[config.mk]
export PLATFORM = sky130hd
export DESIGN_NAME = tfhe_processor_slice
export DESIGN_NICKNAME = d
export VERILOG_FILES = /design/src/rtl/tfhe_processor_slice.sv
export SDC_FILE = /design/constraint.sdc
export NUM_CORES = 1
export LEC_CHECK = 0
export CORE_ASPECT_RATIO = 1.5
export CORE_UTILIZATION = 25
export CTS_CLUSTER_SIZE = 8
export DETAILED_ROUTE_END_ITERATION = 10
export SYNTH_ARGS = -nofsm -noshare
export SYNTH_HDL_FRONTEND = slang
export SYNTH_SLANG_ARGS = --single-unit
[constraint.sdc]
create_clock -name clk -period 4.9 [get_ports clk]
set_input_delay 0.98 -clock clk [delete_from_list [all_inputs] [get_ports clk]]
set_output_delay 0.98 -clock clk [all_outputs]
set_load 0.01 [all_outputs]
[src/rtl/tfhe_processor_slice.sv]
// tfhe_processor_slice: one lane of the mini-TFHE processor.
// Encrypts two bytes under a fixed LWE secret (q=1024, p=256, delta=4),
// adds the ciphertexts homomorphically and decrypts the sum.
// Latency 3 cycles, one operation per cycle, no stalls.
// Optional build macro: TFHE_NOISE_EN adds 1-bit LFSR noise to each encryption.
module tfhe_processor_slice #(
  parameter logic [9:0]  SECRET_KEY = 10'd357,
  parameter logic [15:0] LFSR_SEED  = 16'hACE1
) (
  input  logic       clk,
  input  logic       rst,
  input  logic       in_valid,
  input  logic [7:0] byte1,
  input  logic [9:0] public_key1,
  input  logic [7:0] byte2,
  input  logic [9:0] public_key2,
  output logic [7:0] res,
  output logic       out_valid
);

  localparam int DATA_W = 8;
  localparam int CT_W   = 10;
  localparam int STAGES = 3;

  // Ciphertexts are {a, b}; all arithmetic is mod 1024, i.e. the low 10 bits.
  logic [2*CT_W-1:0] ct1, ct2, ct_sum;
  logic [2*CT_W-1:0] ct1_d, ct2_d, ct_sum_d;
  logic [DATA_W-1:0] res_q, res_d;
  logic [STAGES-1:0] vld_q, vld_d;
  logic              e1, e2;

  // Product mod q: keep only the low 10 bits of the full product.
  function automatic logic [CT_W-1:0] mul_mod(input logic [CT_W-1:0] x,
                                              input logic [CT_W-1:0] y);
    logic [2*CT_W-1:0] prod;
    prod = x * y;
    return prod[CT_W-1:0];
  endfunction

  // LWE body: a*s + delta*m + e (mod q).
  function automatic logic [CT_W-1:0] enc_body(input logic [CT_W-1:0]   a,
                                               input logic [DATA_W-1:0] m,
                                               input logic              e);
    return mul_mod(a, SECRET_KEY) + {m, 2'b00} + {{(CT_W-1){1'b0}}, e};
  endfunction

  // Decode: phase = b - a*s (mod q); floor divide by delta drops the noise,
  // which is at most 2 and therefore always below delta.
  function automatic logic [DATA_W-1:0] dec_phase(input logic [2*CT_W-1:0] ct);
    logic [CT_W-1:0] phase;
    phase = ct[CT_W-1:0] - mul_mod(ct[2*CT_W-1:CT_W], SECRET_KEY);
    return phase[CT_W-1:2];
  endfunction

`ifdef TFHE_NOISE_EN
  logic [15:0] lfsr_q, lfsr_d;
  logic        lfsr_fb;

  // Fibonacci LFSR (taps 16,14,13,11) steps once per accepted beat.
  always_comb begin
    lfsr_fb = lfsr_q[15] ^ lfsr_q[13] ^ lfsr_q[12] ^ lfsr_q[10];
    lfsr_d  = in_valid ? {lfsr_q[14:0], lfsr_fb} : lfsr_q;
  end

  // LFSR state register, reseeded on reset.
  always_ff @(posedge clk) begin
    if (rst) lfsr_q <= LFSR_SEED;
    else     lfsr_q <= lfsr_d;
  end

  assign e1 = lfsr_q[0];
  assign e2 = lfsr_q[1];
`else
  assign e1 = 1'b0;
  assign e2 = 1'b0;
`endif

  // Datapath next state: encrypt, homomorphic add, decrypt.
  always_comb begin
    // stage 1: encrypt both operands
    ct1_d    = {public_key1, enc_body(public_key1, byte1, e1)};
    ct2_d    = {public_key2, enc_body(public_key2, byte2, e2)};
    // stage 2: component-wise ciphertext addition
    ct_sum_d = {ct1[2*CT_W-1:CT_W] + ct2[2*CT_W-1:CT_W],
                ct1[CT_W-1:0]      + ct2[CT_W-1:0]};
    // stage 3: decrypt the sum
    res_d    = dec_phase(ct_sum);
    vld_d    = {vld_q[STAGES-2:0], in_valid};
  end

  // Pipeline registers; data loads every cycle, valid follows in_valid.
  always_ff @(posedge clk) begin
    if (rst) begin
      ct1    <= '0;
      ct2    <= '0;
      ct_sum <= '0;
      res_q  <= '0;
      vld_q  <= '0;
    end else begin
      ct1    <= ct1_d;
      ct2    <= ct2_d;
      ct_sum <= ct_sum_d;
      res_q  <= res_d;
      vld_q  <= vld_d;
    end
  end

  assign res       = res_q;
  assign out_valid = vld_q[STAGES-1];

endmodule

After elaboration in Yosys (flattened, before gate mapping)
Cells that the tools add are included.
Storage, ports and cells
  bits of input ports: 39
  bits in registers: 71
Cells by class
  multipliers: 3
  $add $sub $neg: 5
Operators with widths (number)
  $add 10x10->10: 4
  $mul 10x9->10 const B: 3
  $sub 10x10->10: 1

Depth between registers and ports, before layout
Gate-level depths: netlist (run 1).
  depth after elaboration: 2
  gate-level depth with buffers: 14
  depth with buffers taken out: 14

Worst setup path before layout (run 1)
Ideal clock, no wire load.
  path kind: input-to-reg
  from: input public_key1[5]
  to: register ct1[9]
  slack: 800 ps
  path buffers: 0
  data arrival time: 3973 ps
  data required time: 4772 ps
  cell stages on the path: 14
  cell sequence: ha_1 > ha_1 > inv_1 > fa_1 > inv_1 > fa_1 > inv_1 > fa_1 > inv_1 > ha_1 > a21o_1 > a21oi_1 > xnor2_1 > nor2_1
On the way
  word-level cells in the longest chain between the ends: 2
Ends and longest elaborated chain
  start: declaration: line 14  | input logic [9:0] public_key1,
  $mul 10x9->10: line 36  | prod = x * y;
  $add 10x10->10: line 44  | return mul_mod(a, SECRET_KEY) + {m, 2'b00} + {{(CT_W-1){1'b0}}, e};
  end signal: assignment: line 100  | ct1 <= ct1_d;
  end: declaration: line 26  | logic [2*CT_W-1:0] ct1, ct2, ct_sum;
No other way between the ends.
A chain may end at the register's enable or synchronous reset.

Final worst setup path (run 1)
  from: input public_key1[4]
  to: register ct1[9]
Same word-level chain as after synthesis.

==> results of run 1 <==
==> logic make-up (layout without fill, tap and decap cells) <==
family,Yosys count,after routing,synth area share [%]
muxes,3,3,0.752
DFF,65,65,26.1
AOI/OAI and AO/OA,53,53,6.77
xor gates and xnor gates,62,62,10.9
adders and majority gates,134,134,38.1
and+or+nand+nor,105,105,10.9
buffers and inverters,87,145,6.54
==> worst max-delay path, delay by kind of cell <==
kind,cells,cell delay [ps]
adder cells (fa/ha/maj),6,2250
buffers and inverters,4,680
AO/OA/AOI/OAI,3,520
XOR/XNOR,1,130
AND/OR/NAND/NOR,1,50
==> through the flow <==
stage | utilization, % | area, µm² | setup WS [ps]
3_5_place_dp | 29.7 | 5770 | 152
4_1_cts | 31.3 | 6070 | 499
5_1_grt | 31.3 | 6070 | 221
6_report | 31.3 | 6070 | 516
3_3_place_gp | 29.7 | 5770 | 209
2_1_floorplan | - | 4990 | 800
==> final cells by class <==
class	count	area, µm²
clock buffers	9	225
clock inverters	7	82.6
fillers	2081	13300
inverters	80	300
multi-input cells	357	3360
flip-flops and latches	65	1300
well taps	256	320
repair buffers	49	480
==> cell usage in the layout (no fill, tap or decap), types with 2 or more instances in the layout <==
master           instances
mux2_2                   2
nor3_1                   3
o21bai_1                 2
nor2_2                   2
o21ai_0                 11
clkinvlp_4               2
nand3_1                  4
clkdlybuf4s50_1         46
xnor2_1                 49
inv_6                    3
a21oi_1                 19
nand2_1                  7
o21a_1                   2
fa_1                    30
nor2b_1                 41
nand2b_1                 4
dfxtp_1                 65
o211a_1                  2
inv_1                   80
o31ai_1                  2
xor2_1                  13
ha_1                   104
nor2_1                  36
a21o_1                   6
nand4_1                  2
buf_4                    2
o21ai_1                  2
or2_2                    3
clkbuf_16                9
==> layer usage <==
layer	vias up	share of wire (%)	track usage, %
met5	-	0	0
met2	34	58	19.9
met3	11	2.0	1.96
li1	1749	-	-
met1	1530	39	10.1
met4	0	1.5	3.52
==> power by group <==
part,total [mW],internal (mW),switching (mW)
Combinational,1.50,0.756,0.741
Sequential,0.699,0.648,0.0516
Clock,0.657,0.402,0.255
Total,2.85,1.81,1.05
==> worst max path at each step <==
stage | startpoint | to | slack (ps) | cells after the start
finish | public_key1[4] | ct1[9] | 520 | 15
global route | public_key1[4] | ct1[9] | 220 | 15
global placement | public_key1[4] | ct1[9] | 210 | 15
detailed placement | public_key2[7] | ct2[9] | 150 | 15
floorplan | public_key1[5] | ct1[9] | 800 | 14
CTS | public_key1[4] | ct1[9] | 500 | 15
==> state kept, by name, indices dropped and copies added, names as in the netlist <==
| register | count |
|---|---|
| ct1 | 18 |
| ct2 | 18 |
| ct_sum | 18 |
| res | 8 |
| vld_q | 3 |
==> results by group, run 1 <==
Floorplanning
  – CORE AREA: 19400 µm²
  – Row Count: 62
  – Die W: 117 µm
  – Starting density of the core: 25.7%
  – Die H: 175 µm
  – Ports: 48
  – Die area: 20500 µm²

Cells and area
  – Area growth syn-to-layout: 21.7%
  – Final nets: 735
  – Post-route insts no fill: 823
  – # diodes: 0
  – Share of post-route cells with drive strength above 1: 5.29%

Global route
  – GRT Total Usage: 10.0%
  – Initial antenna violation count: 0
  – First-pass GRT wire length: 15900 µm
  – Largest net degree at the start of global routing: 49
  – Vias in the first global route: 3418
  – Total gr overflow: 0

Detailed routing
  – First-pass detailed-route iteration total: 4
  – DRC: 0
  – Via/cell ratio: 4.04
  – Via count: 3324
  – Final wirelength: 9470 µm
  – Post-route ant nets: 0
  – DRT iter0 DRCs: 63
  – Routed len/inst: 11.5 µm

Critical path
  – CP Capture Type: flop
  – Slowest cell on the critical path: fa_1
  – Slowest stage delay, CP: 510 ps
  – FF-to-FF Start: ct_sum[10]
  – CP dominant cell by count: ha_1
  – R2r setup slk: 1290 ps
  – FF-to-FF End: res[7]
  – CP required: 5120 ps
  – Arrival @ worst endpoint: 4610 ps
  – Critical path, cell by cell: clkdlybuf4s50_1 > ha_1 > ha_1 > ha_1 > inv_1 > fa_1 > fa_1 > inv_1 > ha_1 > inv_1 > o21ai_0 > a21o_1 > a21oi_1 > xnor2_1 > nor2_1
  – Crit path kind: primary input to flop
  – Max FO, Critical Path: 4
  – Path depth of the worst reg2reg path: 11
  – CP startpoint kind: primary input

Synthesis
  – Post-Syn Nets: 682
  – Yosys top cell area share: 26.1%
  – Share of flip-flops with an asynchronous set or reset: 0%
  – Syn Area/Cell: 9.81 µm²
  – Post-Syn Instances: 509
  – Post-synthesis sequential area ratio: 26.1%
  – Largest area contributor in the netlist: dfxtp_1
  – FF+latch count, synth: 65
  – Ys Warns: 0
  – EDFF count, synth: 0
  – Top area cells in the synthesized netlist: dfxtp_1 (26%), ha_1 (26%), fa_1 (12%)
  – Yosys cell types: 36
  – Mapped cell area: 4990 µm²
  – Most common cell in the netlist: ha_1
  – Ys flop type: dfxtp_1
  – Post-synth top cells: ha_1 (104), inv_1 (80), dfxtp_1 (65)

Timing
  – Tcrit/Tclk final: 89.5%
  – Slew headroom: 41.3%
  – RSZ-0062 raised after global routing: no
  – Final Skew: 5.36 ps
  – Worst hold margin: 436 ps
  – Post-layout min period: 4380 ps
  – Peak Freq: 228 MHz
  – Final setup viols: 0
  – Slew @ Worst Pin: 881 ps
  – Max-slew violation count: 0
  – Final Hold Fails: 0
  – Setup TNS: 0 ps

Clock network
  – CTS tree: done
  – H-tree levels: 3
  – Sink Count: 65
  – CTS max path bufs: 2
  – CTS clk-pin slew, worst paths: 60 ps
  – Setup Fix Bufs, Post-CTS: 0
  – Post-CTS Hold Fix Bufs: 0
  – Skew-Pair Late Insertion Delay: 340 ps
  – Cts repair resizes: 0
  – Num CTS Buffers: 9
  – Root buffer cell: clkbuf_16

Place
  – Gp weighted congestion: 0.801
  – DP HPWL: 8240 µm
  – DP Cell Count: 807
  – IO Port Bufs: 47

Power and ir drop
  – Worst IR drop on VDD: 0.211 mV
  – Total chip power: 2.85 mW
  – P per Cell Area: 470 nW/µm²
  – Leak: 2.83 nW

Min path
  – Hold Path Class: flop to flop
  – Hold path depth: 1
  – Hold wc startpoint: vld_q[0]
  – WHS Endpoint: vld_q[1]

Outcome
  – Status: completed

Run
  – Max Cap Viol: 0
No activity file was read; power rests on OpenSTA's default activity.
==> run 2: changes to the inputs <==
--- a/config.mk
+++ b/config.mk
@@ -6,6 +6,7 @@
 export NUM_CORES = 1
 export LEC_CHECK = 0
 export CORE_ASPECT_RATIO = 1.5
+export CORE_MARGIN = 8
 export CORE_UTILIZATION = 25
 export CTS_CLUSTER_SIZE = 8
 export DETAILED_ROUTE_END_ITERATION = 10
==> results by group, run 2 (synthesis gave the netlist of run 1 again) <==
Clock network
  – Root buffer cell: clkbuf_16
  – Cts repair resizes: 0
  – H-tree levels: 3
  – Num CTS Buffers: 9
  – Sink Count: 65
  – CTS max path bufs: 2
  – Setup Fix Bufs, Post-CTS: 0
  – CTS clk-pin slew, worst paths: 60 ps
  – Skew-Pair Late Insertion Delay: 330 ps
  – Post-CTS Hold Fix Bufs: 0
  – CTS tree: done

Outcome
  – Status: completed

Cells and area
  – Commonest non-fill, non-tap cell in the layout: ha_1
  – Final Cell Area: 6090 µm²
  – Area growth syn-to-layout: 22.1%
  – Reg area: 1300 µm²
  – Share of post-route cells with drive strength above 1: 5.62%
  – Final Core Density: 30.9%
  – Commonest cells after routing, fill and taps aside: ha_1 (104), inv_1 (80), dfxtp_1 (65)
  – Top flop regs: ct1: 18 flops, ct2: 18 flops, ct_sum: 18 flops
  – # diodes: 0
  – Final nets: 737
  – Multi-input logic area: 3360 µm²
  – Layout fillers: 2107

Floorplanning
  – CORE AREA: 19700 µm²
  – Starting density of the core: 25.3%
  – Ports: 48
  – Die area: 24800 µm²
  – Die W: 131 µm
  – Die H: 189 µm
  – Row Count: 63

Detailed routing
  – Via count: 3297
  – DRT iter0 DRCs: 65
  – Via/cell ratio: 3.98
  – Final wirelength: 9810 µm
  – First-pass detailed-route iteration total: 4
  – Routed len/inst: 11.8 µm
  – Post-route ant nets: 0
  – DRC: 0

Timing
  – Max-slew violation count: 0
  – Post-layout min period: 4370 ps
  – RSZ-0062 raised after global routing: no
  – Final Skew: 6.46 ps
  – Slew headroom: 43.4%
  – Worst hold margin: 435 ps
  – Slew @ Worst Pin: 849 ps
  – Setup TNS: 0 ps
  – Peak Freq: 229 MHz
  – Tcrit/Tclk final: 89.1%
  – Final setup viols: 0
  – Final Hold Fails: 0

Global route
  – GRT met3 Usage: 1.91%
  – Initial antenna violation count: 0
  – Global routing usage on met2: 16.6%
  – Vias in the first global route: 3455
  – Met1 GRT Util: 7.93%
  – Largest net degree at the start of global routing: 46
  – GRT Total Usage: 8.23%
  – Gr busiest metal: met2
  – First-pass GRT wire length: 16200 µm
  – Total gr overflow: 0

Power and ir drop
  – Worst IR drop on VDD: 0.219 mV
  – Switch Pwr: 1.05 mW
  – Internal: 1.80 mW
  – Logic pwr share: 52.3%
  – P per Cell Area: 468 nW/µm²
  – Leak: 2.84 nW
  – Clock power share: 23.1%
  – Sw Ratio: 36.7%
  – Register share of total power: 24.6%

Place
  – Gp weighted congestion: 0.787
  – IO Port Bufs: 47
  – DP HPWL: 8550 µm
  – Placed instance area: 5790 µm²

Critical path
  – Max FO, Critical Path: 4
  – Crit path kind: primary input to flop
  – CP startpoint kind: primary input
  – Arrival @ worst endpoint: 4580 ps
  – CP required: 5110 ps
  – CP Capture Type: flop

Run
  – Max Cap Viol: 0

Min path
  – Hold Path Class: flop to flop
-- run 2: path summary, 6_finish.rpt --
check | from | end | slack (ps) | cells after the start
min | vld_q[1] | vld_q[2] | 430 | 1
min reg2reg | vld_q[1] | vld_q[2] | 430 | 1
max reg2reg | ct_sum[10] | res[7] | 1310 | 11
max | public_key1[4] | ct1[9] | 530 | 15
-- run 2: stage by stage --
step | total power [mW] | instances | setup WS (ps)
detailed placement | 2.24 | 813 | 165
CTS | 2.92 | 829 | 507
finish | 2.85 | 829 | 534
floorplan | 1.90 | 509 | 800
global route | 3.15 | 829 | 357
global placement | 2.22 | 813 | 223
-- run 2: cell type report --
cell class	count	share of cell area, %
Multi-Input combinational cell	357	55.2
Sequential cell	65	21.4
Timing Repair Buffer	51	8.13
Tap cell	260	5.34
Inverter	80	4.93
Clock buffer	9	3.70
Clock inverter	7	1.35
-- run 2: power groups by stage --
stage,registers (mW),logic [mW],clock network [mW]
floorplan,0.705,1.19,0
global placement,0.716,1.50,0
detailed placement,0.715,1.52,0
CTS,0.704,1.53,0.678
global route,0.711,1.74,0.705
finish,0.701,1.49,0.658
-- run 2: worst max-delay path, stage by stage --
cell and delay, ps:
clkdlybuf4s50_1 490, ha_1 330, ha_1 300, ha_1 280, inv_1 50, fa_1 500
fa_1 510, inv_1 40, ha_1 280, inv_1 100, o21ai_0 150, a21o_1 210
a21oi_1 170, xnor2_1 130, nor2_1 50
-- run 2: routing by layer --
layer	wire, µm	vias up	share of wire [%]
li1	-	1752	-
met1	3760	1503	38
met2	5680	33	58
met3	238	9	2.4
met4	123	0	1.3
met5	0	-	0
==> run 3: changes to the inputs <==
--- a/config.mk
+++ b/config.mk
@@ -6,7 +6,7 @@
 export NUM_CORES = 1
 export LEC_CHECK = 0
 export CORE_ASPECT_RATIO = 1.5
-export CORE_MARGIN = 8
+export CORE_MARGIN = 2
 export CORE_UTILIZATION = 25
 export CTS_CLUSTER_SIZE = 8
 export DETAILED_ROUTE_END_ITERATION = 10
==> results by group, run 3 (synthesis gave the netlist of run 1 again) <==
Global route
  – Met1 GRT Util: 9.88%
  – Total gr overflow: 0
  – Largest net degree at the start of global routing: 59
  – Global routing usage on met2: 19.7%
  – GRT met3 Usage: 2.38%
  – First-pass GRT wire length: 16300 µm
  – Initial antenna violation count: 0
  – Vias in the first global route: 3506
  – Gr busiest metal: met2
  – GRT Total Usage: 9.97%

Detailed routing
  – Via count: 3389
  – Via/cell ratio: 4.10
  – Final wirelength: 9620 µm
  – DRC: 0
  – Post-route ant nets: 0
  – First-pass detailed-route iteration total: 4
  – DRT iter0 DRCs: 94
  – Routed len/inst: 11.6 µm

Cells and area
  – Final nets: 735
  – Top flop regs: ct1: 18 flops, ct2: 18 flops, ct_sum: 18 flops
  – Commonest cells after routing, fill and taps aside: ha_1 (104), inv_1 (80), dfxtp_1 (65)
  – Post-route insts no fill: 827
  – Share of post-route cells with drive strength above 1: 5.29%
  – Commonest non-fill, non-tap cell in the layout: ha_1
  – Area growth syn-to-layout: 21.8%
  – # diodes: 0

Timing
  – Slew headroom: 31.7%
  – Max-slew violation count: 0
  – Peak Freq: 227 MHz
  – Tcrit/Tclk final: 90.0%
  – Final setup viols: 0
  – Slew @ Worst Pin: 1030 ps
  – Post-layout min period: 4410 ps
  – RSZ-0062 raised after global routing: no
  – Final Hold Fails: 0
  – Setup ws final: 489 ps
  – Worst hold margin: 436 ps
  – Final Skew: 6.37 ps
  – Setup TNS: 0 ps

Clock network
  – Cts repair resizes: 0
  – Skew-Pair Late Insertion Delay: 330 ps
  – Root buffer cell: clkbuf_16
  – Sink Count: 65
  – CTS tree: done
  – Setup Fix Bufs, Post-CTS: 0
  – H-tree levels: 3
  – CTS max path bufs: 2
  – CTS clk-pin slew, worst paths: 60 ps
  – Num CTS Buffers: 9
  – Post-CTS Hold Fix Bufs: 0

Place
  – Gp weighted congestion: 0.811
  – DP Worst Slack: 124 ps
  – DP HPWL: 8310 µm
  – DP Cell Count: 811
  – IO Port Bufs: 47

Critical path
  – Slowest stage delay, CP: 530 ps
  – Crit path kind: primary input to flop
  – Max FO, Critical Path: 4
  – FF-to-FF Start: ct_sum[10]
  – Critical path, cell by cell: clkdlybuf4s50_1 > ha_1 > ha_1 > ha_1 > inv_1 > fa_1 > fa_1 > inv_1 > ha_1 > inv_1 > o21ai_0 > a21o_1 > a21oi_1 > xnor2_1 > nor2_1
  – Path depth of the worst reg2reg path: 11
  – Buf/Inv on CP: 4
  – CP startpoint kind: primary input
  – CP dominant cell by count: ha_1
  – Slowest cell on the critical path: fa_1
  – CP required: 5080 ps
  – CP Capture Type: flop
  – Worst Setup SP: public_key1[4]
  – Crit path max-delay family: adder cells
  – Critical path depth: 15
  – Arrival @ worst endpoint: 4590 ps

Floorplanning
  – Row Count: 63
  – Starting density of the core: 25.3%
  – Die area: 21100 µm²
  – Die W: 119 µm
  – CORE AREA: 19700 µm²
  – Die H: 177 µm
  – Ports: 48

Outcome
  – Status: completed

Power and ir drop
  – Worst IR drop on VDD: 0.192 mV
  – Leak: 2.83 nW
  – P per Cell Area: 470 nW/µm²

Min path
  – Hold wc startpoint: vld_q[0]
  – Hold Path Class: flop to flop
  – Hold path depth: 1

Run
  – Max Cap Viol: 0
[run 3: changes by cell type in the layout (fill, tap and decap cells not counted), sizes merged]
cell,previous run,this run
buf,5,3
[run 3: worst paths after layout]
kind              endpoint  slack, ps
setup / recovery    ct1[9]        490
hold reg to reg   vld_q[1]        440
setup reg to reg    res[7]       1290
hold / removal    vld_q[1]        440
[run 3: worst reg2reg max path: cells and delay by family, from the launching register on]
| kind | cells | cell delay (ps) |
|---|---|---|
| and+or+nand+nor | 2 | 110 |
| buffers and inverters | 1 | 50 |
| DFF | 1 | 440 |
| adders and majority gates | 6 | 2510 |
| AOI/OAI and AO/OA | 1 | 240 |
| xor gates and xnor gates | 1 | 150 |
[run 3: layout make-up]
class	instances	area [µm²]
multi-input cells	357	3360
clock inverters	7	82.6
flip-flops and latches	65	1300
inverters	80	300
well taps	260	325
clock buffers	9	225
repair buffers	49	480
fillers	2104	13600
[run 3: per-layer routing]
layer | wire, µm | part of all wire [%] | up-vias
li1 | - | - | 1761
met1 | 3600 | 37 | 1574
met2 | 5530 | 58 | 42
met3 | 249 | 2.6 | 12
met4 | 229 | 2.4 | 0
met5 | 0 | 0 | -
[run 3: through the flow]
stage	area, µm²	power (mW)	util, %
5_1_grt	6080	3.17	30.9
6_report	6080	2.86	30.9
4_1_cts	6080	2.92	30.9
3_5_place_dp	5770	2.25	29.3
2_1_floorplan	4990	1.90	-
3_3_place_gp	5770	2.22	29.3
[run 3: power by group]
group / switching, mW / internal, mW / leakage, nW
clock: 0.254 / 0.402 / 0.145
sequential: 0.0544 / 0.648 / 0.541
combinational: 0.741 / 0.758 / 2.14
